==> src/rtl/uart_tx_param.sv <==
// uart_tx_param: parametrised UART serial transmitter.
// Frames are start bit, DATA_W data bits sent LSB first, an optional parity bit
// and STOP_BITS stop bits, each bit held for CLKS_PER_BIT clocks. The parity
// mode is chosen per word. Words are taken from the host with a valid/ready handshake.
module uart_tx_param #(
    parameter int unsigned DATA_W       = 8,
    parameter int unsigned CLKS_PER_BIT = 16,
    parameter int unsigned STOP_BITS    = 1
) (
    input  logic              clk,
    input  logic              rst,
    input  logic [DATA_W-1:0] tx_data,
    input  logic              tx_valid,
    output logic              tx_ready,
    input  logic [1:0]        parity_mode,
    output logic              tx,
    output logic              busy,
    output logic              done
);

    localparam int unsigned BAUD_W = $clog2(CLKS_PER_BIT);
    localparam int unsigned CNT_W  = $clog2(DATA_W + 1);

    localparam logic [BAUD_W-1:0] BAUD_LOAD = BAUD_W'(CLKS_PER_BIT - 1);
    localparam logic [CNT_W-1:0]  LAST_DATA = CNT_W'(DATA_W - 1);
    localparam logic [CNT_W-1:0]  LAST_STOP = CNT_W'(STOP_BITS - 1);

    localparam logic [2:0] IDLE   = 3'd0;
    localparam logic [2:0] START  = 3'd1;
    localparam logic [2:0] DATA   = 3'd2;
    localparam logic [2:0] PARITY = 3'd3;
    localparam logic [2:0] STOP   = 3'd4;

    logic [2:0]        state;
    logic [BAUD_W-1:0] baud;
    logic [CNT_W-1:0]  bitcnt;
    logic [DATA_W-1:0] shreg;
    logic              par_en;
    logic              par_bit;

    assign tx_ready = (state == IDLE);

    // Frame sequencer: tx/busy/done are loaded with the value of the state
    // being entered, so the line changes on the same edge as the state.
    // bitcnt counts data bits in DATA and is reused to count stop bits in STOP.
    always_ff @(posedge clk or negedge rst) begin
        if (!rst) begin
            state   <= IDLE;
            baud    <= '0;
            bitcnt  <= '0;
            shreg   <= '0;
            par_en  <= 1'b0;
            par_bit <= 1'b0;
            tx      <= 1'b1;
            busy    <= 1'b0;
            done    <= 1'b0;
        end else begin
            done <= 1'b0;
            case (state)
                IDLE: begin
                    if (tx_valid) begin
                        state   <= START;
                        baud    <= BAUD_LOAD;
                        shreg   <= tx_data;
                        par_en  <= parity_mode[0] ^ parity_mode[1];
                        par_bit <= (^tx_data) ^ parity_mode[1];
                        tx      <= 1'b0;
                        busy    <= 1'b1;
                    end
                end
                START: begin
                    if (baud == '0) begin
                        state  <= DATA;
                        baud   <= BAUD_LOAD;
                        bitcnt <= '0;
                        tx     <= shreg[0];
                        shreg  <= shreg >> 1;
                    end else begin
                        baud <= baud - 1'b1;
                    end
                end
                DATA: begin
                    if (baud == '0) begin
                        baud <= BAUD_LOAD;
                        if (bitcnt == LAST_DATA) begin
                            bitcnt <= '0;
                            if (par_en) begin
                                state <= PARITY;
                                tx    <= par_bit;
                            end else begin
                                state <= STOP;
                                tx    <= 1'b1;
                            end
                        end else begin
                            bitcnt <= bitcnt + 1'b1;
                            tx     <= shreg[0];
                            shreg  <= shreg >> 1;
                        end
                    end else begin
                        baud <= baud - 1'b1;
                    end
                end
                PARITY: begin
                    if (baud == '0) begin
                        state  <= STOP;
                        baud   <= BAUD_LOAD;
                        bitcnt <= '0;
                        tx     <= 1'b1;
                    end else begin
                        baud <= baud - 1'b1;
                    end
                end
                STOP: begin
                    if (baud == '0) begin
                        if (bitcnt == LAST_STOP) begin
                            state  <= IDLE;
                            bitcnt <= '0;
                            tx     <= 1'b1;
                            busy   <= 1'b0;
                            done   <= 1'b1;
                        end else begin
                            bitcnt <= bitcnt + 1'b1;
                            baud   <= BAUD_LOAD;
                        end
                    end else begin
                        baud <= baud - 1'b1;
                    end
                end
                default: begin
                    state <= IDLE;
                    tx    <= 1'b1;
                    busy  <= 1'b0;
                end
            endcase
        end
    end

endmodule

==> config.mk <==
export PLATFORM = sky130hd
export DESIGN_NAME = uart_tx_param
export DESIGN_NICKNAME = d
export VERILOG_FILES = /design/src/rtl/uart_tx_param.sv
export SDC_FILE = /design/constraint.sdc
export NUM_CORES = 1
export LEC_CHECK = 0
export CORE_MARGIN = 2
export CORE_UTILIZATION = 55
export CTS_CLUSTER_DIAMETER = 120
export DETAILED_ROUTE_END_ITERATION = 8
export PLACE_DENSITY = 0.79
export SYNTH_ARGS = -nofsm -noshare
export SYNTH_HDL_FRONTEND = slang
export SYNTH_SLANG_ARGS = --single-unit
==> constraint.sdc <==
create_clock -name clk -period 3.2 [get_ports clk]
set_input_delay 0.32 -clock clk [delete_from_list [all_inputs] [get_ports clk]]
set_output_delay 0.32 -clock clk [all_outputs]
set_load 0.01 [all_outputs]
# Word level (Yosys, flattened, before mapping)
# Index checks and enable logic that the tools add are counted.
[op_classes]
n_addsub = 2
eq_ne = 15
muxes = 41
n_bitwise = 3
reduce_logical = 16
[op_table]
columns = ["op", "n"]
rows = [
  ["two-way mux 4 bit", 9],
  ["two-way mux 8 bit", 4],
  ["two-way mux 3 bit", 8],
  ["case mux 4 bit (3 select lines)", 2],
  ["case mux 8 bit (3 select lines)", 1],
  ["!= test 2 bit, second input constant", 8],
  ["case mux 3 bit (5 select lines)", 1],
  ["two-way mux 1 bit", 14],
  ["nonzero test 3 bit", 3],
  ["logical NOT 4 bit", 2],
  ["AND reduction 4 bit", 2],
  ["XOR reduction 8 bit", 1],
  ["AND reduction 7 bit", 1],
  ["== test 3 x 2 -> 1 bit, second input constant", 2],
  ["AND reduction 6 bit", 1],
  ["case mux 1 bit (5 select lines)", 1],
  ["AND reduction 5 bit", 1],
  ["adder 4 x 1 -> 4 bit, second input constant", 1],
  ["== test 4 x 3 -> 1 bit, second input constant", 1],
  ["subtractor 4 x 1 -> 4 bit, second input constant", 1],
  ["== test 3 x 1 -> 1 bit, second input constant", 1],
  ["== test 3 bit, second input constant", 1],
  ["logical NOT 3 bit", 1],
  ["!= test 3 bit, second input constant", 1],
  ["other kinds (8)", 9],
]
[totals]
regBits = 24
input_bits = 13
output_inout_bits = 4
elab_cells = 86

# Depth between registers and ports, before layout
[logic_depth]
ltp_word = 4
ltp_mapped = 7
ltp_nobuf = 6

# Least setup slack after synthesis
# No wires, ideal clock.
[synth_path]
path_kind = "register -> register"
start = "register baud[0]"
end = "register shreg[0]"
setup_ns = 0.125
arrival_ns = 2.081
t_required_ns = 3.075
setup_slack_ns = 0.994
stages_incl_launch_ff = 8
synth_period_minus_slack_ns = 2.206
path_cell_list = "dfrtp_1 > inv_1 > ha_1 > or3b_4 > or4b_1 > a31o_1 > buf_6 > mux2_4"
[synth_between]
elab_chain_len = 3
[synth_lines]
columns = ["element", "line", "rtl"]
rows = [
  ["start, declared", "35", "logic [BAUD_W-1:0] baud;"],
  ["start signal, assigned", "79", "baud <= baud - 1'b1;"],
  ["start signal, assigned", "100", "baud <= baud - 1'b1;"],
  ["start signal, assigned", "110", "baud <= baud - 1'b1;"],
  ["logical NOT 4 bit *", "72, 83", ""],
  ["!= test 2 bit (no line)", "n/a", ""],
  ["AND reduction 5 bit (no line) *", "n/a", ""],
  ["end signal, assigned", "64", "shreg <= tx_data;"],
  ["end signal, assigned", "77", "shreg <= shreg >> 1;"],
  ["end signal, assigned", "97", "shreg <= shreg >> 1;"],
  ["end, declared", "37", "logic [DATA_W-1:0] shreg;"],
]
# Mark *: on every way between the ends. The rest lies on a longest branch, timed or not.
# A chain may end at the register's enable or synchronous reset.

# Worst setup path in the final report
[layout_path]
start = "register state[1]"
end = "output tx_ready"
[layout_between]
elab_chain_len = 1
[layout_lines]
columns = ["element", "line", "rtl"]
rows = [
  ["start, declared", "34", "logic [2:0] state;"],
  ["start signal, assigned", "48", "state <= IDLE;"],
  ["start signal, assigned", "62", "state <= START;"],
  ["start signal, assigned", "73", "state <= DATA;"],
  ["logical NOT 3 bit", "41", "assign tx_ready = (state == IDLE);"],
  ["end, declared", "14", "output logic tx_ready,"],
]
# Every way passes these cells.

==> results.tsv <==
metric	value	unit
post-route cell area	1660	sq um
Mapped Area	1460	sq um
Die Wd	55.5	um
layout cell share with drive strength beyond 1	15.3	%
Hold Crit Class	flop to flop	
worst-path cell chain	or3_1, inv_1, clkdlybuf4s50_1	
Clock Path Buffers	2	
DIE AREA	3080	sq um
via count	1145	
Fmax	404	MHz
area of the multi-input gates	805	sq um
Worst Hold End	par_bit	
initial antenna violation count	0	
Post-DP HPWL	2260	um
starting DRC count in detailed routing	17	
storage element area	602	sq um
grt total ovfl	0	
Filler Cell Count	195	
min-delay src	par_bit	
WL/cell	15.7	um
slowest CP cell	dfrtp_1	
Layout Cells excl Fill	187	
most common cell after layout, fill and taps aside	dfrtp_1	
clk_lat worst skew	310	ps
reg-to-reg slack, setup	750	ps
Num CTS Buffers	3	
P_sw	110	uW
Slew @ Worst Pin	1060	ps
setup slack after placement	780	ps
FF-to-FF End	shreg[1]	
number of H-tree levels	1	
Int Pwr	390	uW
Syn. warnings	0	
Post-DP Area	1630	sq um
GRT Total Usage	20.8	%
number of synthesized register bits	24	
Final Critical Period	2480	ps
core area	2500	sq um
Final Hold Fails	0	
clock root buffer master	clkbuf_4	
syn avg cell area	10.3	sq um
FF-to-FF Start	baud[0]	
TNS Setup	0	ps
sequential share of the synthesized area	41.3	%
Rows	18	
IO Port Bufs	16	
I/O pin count	17	
GPL Wtd Cong	0.820	
most frequent cells in the layout	dfrtp_1 (23), clkdlybuf4s50_1 (16), nand2_1 (14)	
crit share post-route	77.4	%
Synth Net Count	157	
Resized cells post-CTS	0	
Inserted Diodes	0	
Final #Nets	174	
Critical Path RT	2880	ps
CTS Hold Buffers Added	0	
worst stage delay on the critical path	570	ps
R2R depth	6	
relative slew slack	29.2	%
worst setup margin	723	ps
global-route wire length before repair	5180	um
initial core utilization	58.4	%
switching share of power	22.0	%
unrepaired setup endpoints after global routing	no	
Clk pwr share	27.2	%
post-synth top area cell	dfrtp_1	
Max Cap Viol	0	
vias per cell	6.12	
WL final	2930	um
Critical Path Start Type	flop	
Cells after DPL	183	
Logic pwr share	10.8	%
Total Power	499	uW
crit path DAT	2160	ps
Flop pwr share	62.0	%
Post-CTS Setup Repair Bufs	0	
Post-route DRC	0	
Netlist cell types	43	
hold depth	2	
Worst-path clk slew	120	ps
maximum VDD drop	0.000263	V
Synth area leaders	dfrtp_1 (39%), mux2_4 (7.2%), mux2_2 (6.2%)	
CP Class	flop to output port	
CP max FO	14	
vias in the first global route	1146	
leak pwr	0.750	nW
P per Cell Area	301	nW/um^2
share of the synthesized area in the top cell type	39.5	%
Initial DRT Pass Iterations	4	
endpoints failing setup	0	
CTS tree	built	
ANT nets after route	0	
clock sinks	24	
Area Overhead vs Synth	13.6	%
Final Max Tran Viols	0	
Worst setup EP type	output port	
skew final	7.74	ps
status	completed	
Syn Inst Count	141	
largest net degree at the start of global routing	25	
Die Span Y	55.5	um
## cell families (layout without fill, tap and decap cells)
logic type	Yosys count	count (layout)	share of synthesized area, %
and+or+nand+nor	50	50	19.4
adders and majority gates	3	3	2.57
xor gates and xnor gates	11	11	7.55
DFF	24	24	41.3
muxes	16	16	14.1
AOI/OAI and AO/OA	26	26	11.6
buffers and inverters	11	27	3.60
## stage by stage
stage	util [%]	hold WS, ps
after floorplan	-	24.4
after global placement	65.2	455
after detailed placement	65.2	462
after CTS	66.3	491
after global routing	66.3	525
final	66.3	487
## layout make-up
class,count,share of cell area [%]
multi-input cells,106,48.6
flip-flops and latches,24,36.3
clock buffers,4,1.59
repair buffers,16,9.67
inverters,7,1.59
well taps,30,2.27
## how the worst max path moves through the flow
stage	start	endpoint	slack [ps]	cells after the start
finish	state[1]	tx_ready	720	3
global route	state[0]	tx_ready	620	3
CTS	state[0]	tx_ready	730	3
detailed placement	baud[0]	shreg[6]	780	6
global placement	baud[0]	shreg[5]	860	6
floorplan	baud[0]	shreg[0]	990	7
## power groups by stage
stage | logic (mW) | registers [mW] | clock network (mW)
finish | 0.0541 | 0.309 | 0.136
global route | 0.0585 | 0.310 | 0.152
CTS | 0.0550 | 0.309 | 0.142
detailed placement | 0.0549 | 0.315 | 0
global placement | 0.0534 | 0.315 | 0
floorplan | 0.0261 | 0.314 | 0
## synthesized netlist by cell type
cell type  number
a2111oi_0       1
a21oi_1         6
a2bb2oi_1       1
a31o_1          1
a31oi_1         2
a32o_1          2
and3_1          1
and3b_2         1
and4b_1         1
buf_2           3
buf_6           1
dfrtp_1        23
dfstp_2         1
ha_1            3
inv_1           7
mux2_2          8
mux2_4          7
mux2i_1         1
nand2_1        14
nand2b_1        2
nand3_1         5
nand3b_1        2
nand4b_1        1
nor2_1          8
nor3_1          4
nor3b_1         1
nor3b_2         1
nor4_1          2
nor4bb_1        1
o21a_1          1
o21ai_0         8
o21bai_1        1
o22ai_1         1
o31ai_1         1
o41a_1          1
or2_2           1
or3_1           2
or3b_4          1
or4b_1          1
or4b_2          1
xnor2_1         8
xnor3_1         1
xor2_1          2
## routing by layer
metal,share of wire [%],vias up,routed length [um],GRT usage (%)
met3,4.6,7,134,3.04
met4,1.7,0,51,8.01
met1,46,552,1350,28.3
met5,0,-,0,0
met2,48,43,1390,33.5
li1,-,543,-,-
## worst max-delay path, delay by kind of cell (launching register included)
| family | cells | cell delay (ps) |
|---|---|---|
| buffers and inverters | 2 | 780 |
| flip-flops | 1 | 570 |
| AND/OR/NAND/NOR | 1 | 490 |
## flip-flops by register name (all words and copies together), names as in the netlist
name	flops
bitcnt	4
tx	1
shreg	8
par_bit	1
done	1
par_en	1
baud	4
busy	1
state	3
Note: power is estimated with default switching activity, not from simulation.
